--- src/rtl/aes_core_arbiter_if.sv ---
// Requester, core-control and completion signals shared by the AES core arbiter.
interface aes_core_arbiter_if #(
   parameter int NREQ = 4,
   parameter int ID_W = 2
);
   logic [NREQ-1:0]   req_valid;
   logic [2*NREQ-1:0] req_mode;
   logic [NREQ-1:0]   req_enc_dec;
   logic [NREQ-1:0]   req_ready;
   logic              core_start;
   logic [1:0]        core_mode;
   logic              core_enc_dec;
   logic              core_done;
   logic [ID_W-1:0]   grant_id;
   logic              busy;
   logic              resp_valid;
   logic [ID_W-1:0]   resp_id;
   logic              resp_err;
   logic              resp_ready;

   modport slave (
      input  req_valid, req_mode, req_enc_dec, core_done, resp_ready,
      output req_ready, core_start, core_mode, core_enc_dec, grant_id, busy,
             resp_valid, resp_id, resp_err
   );

   modport master (
      output req_valid, req_mode, req_enc_dec, core_done, resp_ready,
      input  req_ready, core_start, core_mode, core_enc_dec, grant_id, busy,
             resp_valid, resp_id, resp_err
   );
endinterface

--- src/rtl/aes_core_arbiter.sv ---
// Round-robin scheduler sharing one AES core among NREQ requesters, with a
// watchdog on the core's done and a tagged completion response.
//
// state | meaning
// IDLE  | no job; grant the next valid requester after `last`
// ISSUE | one-cycle core_start pulse, watchdog timer cleared
// WAIT  | waiting for core_done or watchdog expiry
// RESP  | completion held until resp_ready
module aes_core_arbiter #(
   parameter int NREQ    = 4,
   parameter int ID_W    = 2,
   parameter int TIMEOUT = 48
) (
   input  logic              clk,
   input  logic              reset,
   aes_core_arbiter_if.slave bus
);
   localparam int TMR_W = $clog2(TIMEOUT);
   localparam logic [TMR_W-1:0] TMR_LAST = TMR_W'(TIMEOUT - 1);
   localparam logic [TMR_W-1:0] TMR_MAX  = '1;

   typedef enum logic [1:0] {IDLE, ISSUE, WAIT, RESP} state_t;

   state_t           state_q, state_nx;
   logic [ID_W-1:0]  grant_q, grant_nx;
   logic [ID_W-1:0]  last_q, last_nx;
   logic [1:0]       mode_q, mode_nx;
   logic             ed_q, ed_nx;
   logic             err_q, err_nx;
   logic [TMR_W-1:0] tmr_q, tmr_nx;

   logic             found;
   logic [ID_W-1:0]  sel;
   logic [1:0]       sel_mode;
   logic             sel_ed;
   int               cand;

   // Search last+1 .. last+NREQ (mod NREQ) for the first pending requester.
   always_comb begin
      found = 1'b0;
      sel   = '0;
      cand  = 0;
      for (int k = 1; k <= NREQ; k++) begin
         cand = int'(last_q) + k;
         if (cand >= NREQ) cand = cand - NREQ;
         if (!found && (|(bus.req_valid & (NREQ'(1) << cand)))) begin
            found = 1'b1;
            sel   = ID_W'(cand);
         end
      end
      sel_mode = 2'(bus.req_mode >> {sel, 1'b0});
      sel_ed   = |(bus.req_enc_dec & (NREQ'(1) << sel));
   end

   always_comb begin
      state_nx      = state_q;
      grant_nx      = grant_q;
      last_nx       = last_q;
      mode_nx       = mode_q;
      ed_nx         = ed_q;
      err_nx        = err_q;
      tmr_nx        = tmr_q;
      bus.req_ready = '0;
      unique case (state_q)
         IDLE: begin
            if (found && !reset) begin
               bus.req_ready = NREQ'(1) << sel;
               grant_nx      = sel;
               mode_nx       = sel_mode;
               ed_nx         = sel_ed;
               // Illegal key size is answered directly; the core never starts.
               if (sel_mode == 2'b11) begin
                  err_nx   = 1'b1;
                  state_nx = RESP;
               end else begin
                  err_nx   = 1'b0;
                  state_nx = ISSUE;
               end
            end
         end
         ISSUE: begin
            tmr_nx   = '0;
            state_nx = WAIT;
         end
         WAIT: begin
            if (bus.core_done) begin
               err_nx   = 1'b0;
               state_nx = RESP;
            end else if (tmr_q == TMR_LAST) begin
               err_nx   = 1'b1;
               state_nx = RESP;
            end else if (tmr_q != TMR_MAX) begin
               tmr_nx = tmr_q + TMR_W'(1);
            end
         end
         RESP: begin
            if (bus.resp_ready) begin
               last_nx  = grant_q;
               state_nx = IDLE;
            end
         end
         default: state_nx = IDLE;
      endcase
   end

   always_ff @(posedge clk or posedge reset) begin
      if (reset) begin
         state_q <= IDLE;
         grant_q <= '0;
         last_q  <= ID_W'(NREQ - 1);
         mode_q  <= 2'b00;
         ed_q    <= 1'b0;
         err_q   <= 1'b0;
         tmr_q   <= '0;
      end else begin
         state_q <= state_nx;
         grant_q <= grant_nx;
         last_q  <= last_nx;
         mode_q  <= mode_nx;
         ed_q    <= ed_nx;
         err_q   <= err_nx;
         tmr_q   <= tmr_nx;
      end
   end

   assign bus.core_start   = (state_q == ISSUE);
   assign bus.core_mode    = mode_q;
   assign bus.core_enc_dec = ed_q;
   assign bus.grant_id     = grant_q;
   assign bus.busy         = (state_q != IDLE);
   assign bus.resp_valid   = (state_q == RESP);
   assign bus.resp_id      = grant_q;
   assign bus.resp_err     = err_q;
endmodule

--- src/flat_wrapper.sv ---
// flat-port wrapper written by rule: the top's interface ports become plain ports
module aes_core_arbiter_flat 
#(
   parameter int NREQ    = 4,
   parameter int ID_W    = 2,
   parameter int TIMEOUT = 48
)
  (clk, reset, bus_req_valid, bus_req_mode, bus_req_enc_dec, bus_core_done, bus_resp_ready, bus_req_ready, bus_core_start, bus_core_mode, bus_core_enc_dec, bus_grant_id, bus_busy, bus_resp_valid, bus_resp_id, bus_resp_err);
  aes_core_arbiter_if #(.NREQ(NREQ), .ID_W(ID_W)) bus_i ();
  input  logic clk;
  input  logic reset;
  input wire logic [$bits(bus_i.req_valid)-1:0] bus_req_valid;
  input wire logic [$bits(bus_i.req_mode)-1:0] bus_req_mode;
  input wire logic [$bits(bus_i.req_enc_dec)-1:0] bus_req_enc_dec;
  input wire logic [$bits(bus_i.core_done)-1:0] bus_core_done;
  input wire logic [$bits(bus_i.resp_ready)-1:0] bus_resp_ready;
  output wire logic [$bits(bus_i.req_ready)-1:0] bus_req_ready;
  output wire logic [$bits(bus_i.core_start)-1:0] bus_core_start;
  output wire logic [$bits(bus_i.core_mode)-1:0] bus_core_mode;
  output wire logic [$bits(bus_i.core_enc_dec)-1:0] bus_core_enc_dec;
  output wire logic [$bits(bus_i.grant_id)-1:0] bus_grant_id;
  output wire logic [$bits(bus_i.busy)-1:0] bus_busy;
  output wire logic [$bits(bus_i.resp_valid)-1:0] bus_resp_valid;
  output wire logic [$bits(bus_i.resp_id)-1:0] bus_resp_id;
  output wire logic [$bits(bus_i.resp_err)-1:0] bus_resp_err;
  assign bus_i.req_valid = bus_req_valid;
  assign bus_i.req_mode = bus_req_mode;
  assign bus_i.req_enc_dec = bus_req_enc_dec;
  assign bus_i.core_done = bus_core_done;
  assign bus_i.resp_ready = bus_resp_ready;
  assign bus_req_ready = bus_i.req_ready;
  assign bus_core_start = bus_i.core_start;
  assign bus_core_mode = bus_i.core_mode;
  assign bus_core_enc_dec = bus_i.core_enc_dec;
  assign bus_grant_id = bus_i.grant_id;
  assign bus_busy = bus_i.busy;
  assign bus_resp_valid = bus_i.resp_valid;
  assign bus_resp_id = bus_i.resp_id;
  assign bus_resp_err = bus_i.resp_err;
  aes_core_arbiter #(.NREQ(NREQ), .ID_W(ID_W), .TIMEOUT(TIMEOUT)) u_core (.clk(clk), .reset(reset), .bus(bus_i));
endmodule
--- config.mk ---
export PLATFORM = sky130hd
export DESIGN_NAME = aes_core_arbiter_flat
export DESIGN_NICKNAME = d
export VERILOG_FILES = /design/src/rtl/aes_core_arbiter_if.sv /design/src/rtl/aes_core_arbiter.sv /design/src/flat_wrapper.sv
export SDC_FILE = /design/constraint.sdc
export NUM_CORES = 1
export LEC_CHECK = 0
export ABC_AREA = 1
export CELL_PAD_IN_SITES_DETAIL_PLACEMENT = 1
export CELL_PAD_IN_SITES_GLOBAL_PLACEMENT = 2
export CORE_UTILIZATION = 26
export DETAILED_ROUTE_END_ITERATION = 6
export MAX_ROUTING_LAYER = met4
export PLACE_DENSITY = 0.91
export SLEW_MARGIN = 20
export SYNTH_ARGS = -nofsm -noshare
export SYNTH_HDL_FRONTEND = slang
export SYNTH_SLANG_ARGS = --single-unit
export TNS_END_PERCENT = 5
--- constraint.sdc ---
create_clock -name clk -period 2.7 [get_ports clk]
set_clock_uncertainty 0.15 [all_clocks]
set_input_delay 0.54 -clock clk [delete_from_list [all_inputs] [get_ports clk]]
set_output_delay 0.54 -clock clk [all_outputs]
set_load 0.01 [all_outputs]
==> metrics <==
Die X 73.1 µm; crit-path leading delay family simple AND/OR/NAND/NOR gates; dpl cells 308; run status finished with violations; register area share after synthesis 30.7%; largest net degree at the start of global routing 17; CP Cell Sequence inv_4 > ha_4 > nand2_2 > nand2_2 > nor2_4 > nand2_4 > buf_4 > nor2_4 > nand2_1 > nand2_2 > nor2_2 > inv_2 > nor3_2 > buf_2; share of cells above drive strength 1 33.3%; Clock Sink Count 16; count of different cell masters after synthesis 27; row count 25; final worst path period share 110%; DR DRC count 0; fmax 0.338 GHz; Yosys Warn Count 0; met2 usage 31.9%; Final Util 44.4%; I/O Pins 35; CP Launch Type flop; drt total wl 4030 µm; peak supply drop 0.581 mV; WP buf/inv 4; Die Area 5340 µm²; met1 GRT Util 19.8%; final hold violations 0; CTS max path bufs 2; Area Overhead vs Synth 61.9%; Most Crowded Layer GR met2; first drt pass iteration count 4; Chip Height 73.1 µm; failing checks setup timing; DRC marker count from the first detailed-route iteration 43; latest clock arrival within the worst-skew pair 0.25 ns; placer congestion estimate 0.752; post-detail-place hpwl 2970 µm; CTS Root Cell clkbuf_8; Power Dens Cells 1330 nW/µm²; CTS tree built; Synth Register Bits 16; initial antenna violation count 0; Post-Layout Cell Count 325; MaxCap Viol Count 0; DRT antenna net count 0; setup ws final -0.260 ns; Cells after Synth 191; routed len/inst 12.4 µm; Num CTS Buffers 3; fin. max-slew vios 0; Synth Area per Inst 6.87 µm²; Slew @ Worst Pin 0.332 ns; DP Worst Slack -0.634 ns; CP max FO 5; Final min period 2.96 ns; slowest stage delay, CP 0.58 ns; Max-slew headroom 77.7%; global-route wire length before repair 6960 µm; RSZ-0062 raised after global routing true; antenna diode count 0; LEAKAGE 0.00101 µW; Setup Crit Path Kind reg -> out; total power 2830 µW; vias in the first global route 1541; Critical-path top delay cell dfstp_2; Post-Syn Area 1310 µm²; clock slew at reported path FFs 0.07 ns; All-Layer GR Usage 17.1%; most frequent cell on the critical path nand2_2; CP Data Required Time 2.01 ns; htree depth 1; Syn Nets 220; Initial Utilization 27.4%; Final nets 288; area of the core 4790 µm²; routed vias 1439; PortBufs 34; Crit. End Element output port; Vias/cell 4.43; # fillers 614; Hold Crit Class reg -> reg; critical path data arrival time 2.27 ns; Finish-stage setup viols 4; grt ovf 0; met3 Use GR 1.52%
-- logic make-up after synthesis --
logic type               Yosys count  share of synthesized area [%]
flip-flops                        16                           30.7
buffers and inverters             28                           8.58
AO/OA/AOI/OAI                     17                           7.91
adder cells (fa/ha/maj)            9                           8.58
AND/OR/NAND/NOR                  121                           44.2
-- worst paths after layout --
path,startpoint,to,slack [ns],cells past startpoint
max in group asynchronous,reset,u_core.last_q[0]$_DFFE_PP1P_,1.62,3
worst min-delay path,u_core.bus.core_enc_dec$_DFFE_PP0P_,u_core.bus.core_enc_dec$_DFFE_PP0P_,0.35,2
min in group asynchronous,reset,u_core.bus.grant_id[1]$_DFFE_PP0P_,0.53,3
worst min register to register,u_core.bus.core_enc_dec$_DFFE_PP0P_,u_core.bus.core_enc_dec$_DFFE_PP0P_,0.35,2
worst max-delay path,u_core.last_q[1]$_DFFE_PP1P_,bus_req_ready[1],-0.26,14
worst max register to register,u_core.last_q[1]$_DFFE_PP1P_,u_core.state_q[1]$_DFFE_PP0P_,0.11,20
-- power by group --
part	switching, µW	internal [µW]	leakage, µW
registers	94.3	349	0.000202
clock network	83.7	129	0.0000288
logic	1160	1020	0.000784
total	1340	1500	0.00101
-- synthesized netlist by cell type, drive strengths merged --
| library cell | n | area share [%] |
|---|---|---|
| buf | 2 | 1.1 |
| inv | 26 | 7.4 |
| a31oi | 1 | 0.48 |
| nor3 | 7 | 3.1 |
| nand4 | 2 | 0.95 |
| nor3b | 1 | 0.57 |
| o21ai | 10 | 3.8 |
| dfrtp | 14 | 27 |
| o211ai | 1 | 0.57 |
| nand3 | 18 | 8.2 |
| a21oi | 5 | 3.1 |
| nor2 | 16 | 6.7 |
| nand3b | 1 | 0.57 |
| ha | 9 | 8.6 |
| nand2 | 75 | 24 |
| dfstp | 2 | 4.0 |
| and3 | 1 | 0.48 |
-- flip-flops by register name, indices dropped and copies added (netlist names) --
signal and cells:
u_core.last_q 2, u_core.bus.core_mode 2, u_core.bus.grant_id 2, u_core.tmr_q 6, u_core.bus.core_enc_dec 1, u_core.state_q 2, u_core.bus.resp_err 1
-- cells in the final DEF, fill, tap and decap left out, drive strengths merged --
| cell | Yosys | final |
|---|---|---|
| nor3b | 1 | 1 |
| and3 | 1 | 1 |
| inv | 26 | 26 |
| clkdlybuf4s50 | 0 | 30 |
| nand3b | 1 | 1 |
| buf | 2 | 35 |
| a31oi | 1 | 1 |
| o211ai | 1 | 1 |
| nor3 | 7 | 7 |
| dfrtp | 14 | 14 |
| nor2 | 16 | 16 |
| dfstp | 2 | 2 |
| a21oi | 5 | 5 |
| clkbuf | 0 | 4 |
| nand2 | 75 | 75 |
| ha | 9 | 9 |
| o21ai | 10 | 10 |
| nand3 | 18 | 18 |
| nand4 | 2 | 2 |
-- timing repair --
action	in CTS	in global routing
buffers inserted	14	0
hold buffers	0	0
gates resized for setup	49	3
setup endpoints to repair	4	8
pin swaps	16	3
-- worst register-to-register path: stages, from the launching register on --
cell and delay, ns:
dfstp_2 0.58, inv_4 0.07, ha_4 0.17, nand2_2 0.07, nand2_2 0.07, nor2_4 0.21
buf_6 0.14, inv_4 0.03, nand2_1 0.09, nand2_2 0.08, nor2_4 0.11, nand2_4 0.09
buf_4 0.16, nand2_1 0.05, nand2_1 0.05, nand2_1 0.07, nand2_2 0.08, nand2_1 0.07
nand2_1 0.04, nand2_1 0.05, nand2_1 0.05
-- cell type report --
type / count / area (µm²) / area share [%]
multi-input combinational: 147 / 911 / 42.9
timing repair buffer: 65 / 564 / 26.6
sequential: 16 / 403 / 19.0
inverter: 26 / 108 / 5.06
tap: 67 / 83.8 / 3.95
clock buffer: 4 / 55.1 / 2.59
-- per-stage QoR --
| step | hold slack [ns] | TNS [ns] | instance area, µm² |
|---|---|---|---|
| CTS | 0.357 | -0.916 | 2120 |
| global route | 0.382 | -1.67 | 2120 |
| detailed placement | 0.335 | -2.42 | 1860 |
| finish | 0.346 | -1.02 | 2120 |
| floorplan | 0.311 | 0 | 1320 |
| global placement | 0.325 | -2.36 | 1860 |
-- metal layers --
metal  vias to the layer above  share of wire (%)
met3                         4                1.9
met5                         -                  0
met4                         0               0.77
met1                       680                 44
li1                        734                  -
met2                        21                 53
No activity file was read; power rests on OpenSTA's default activity.
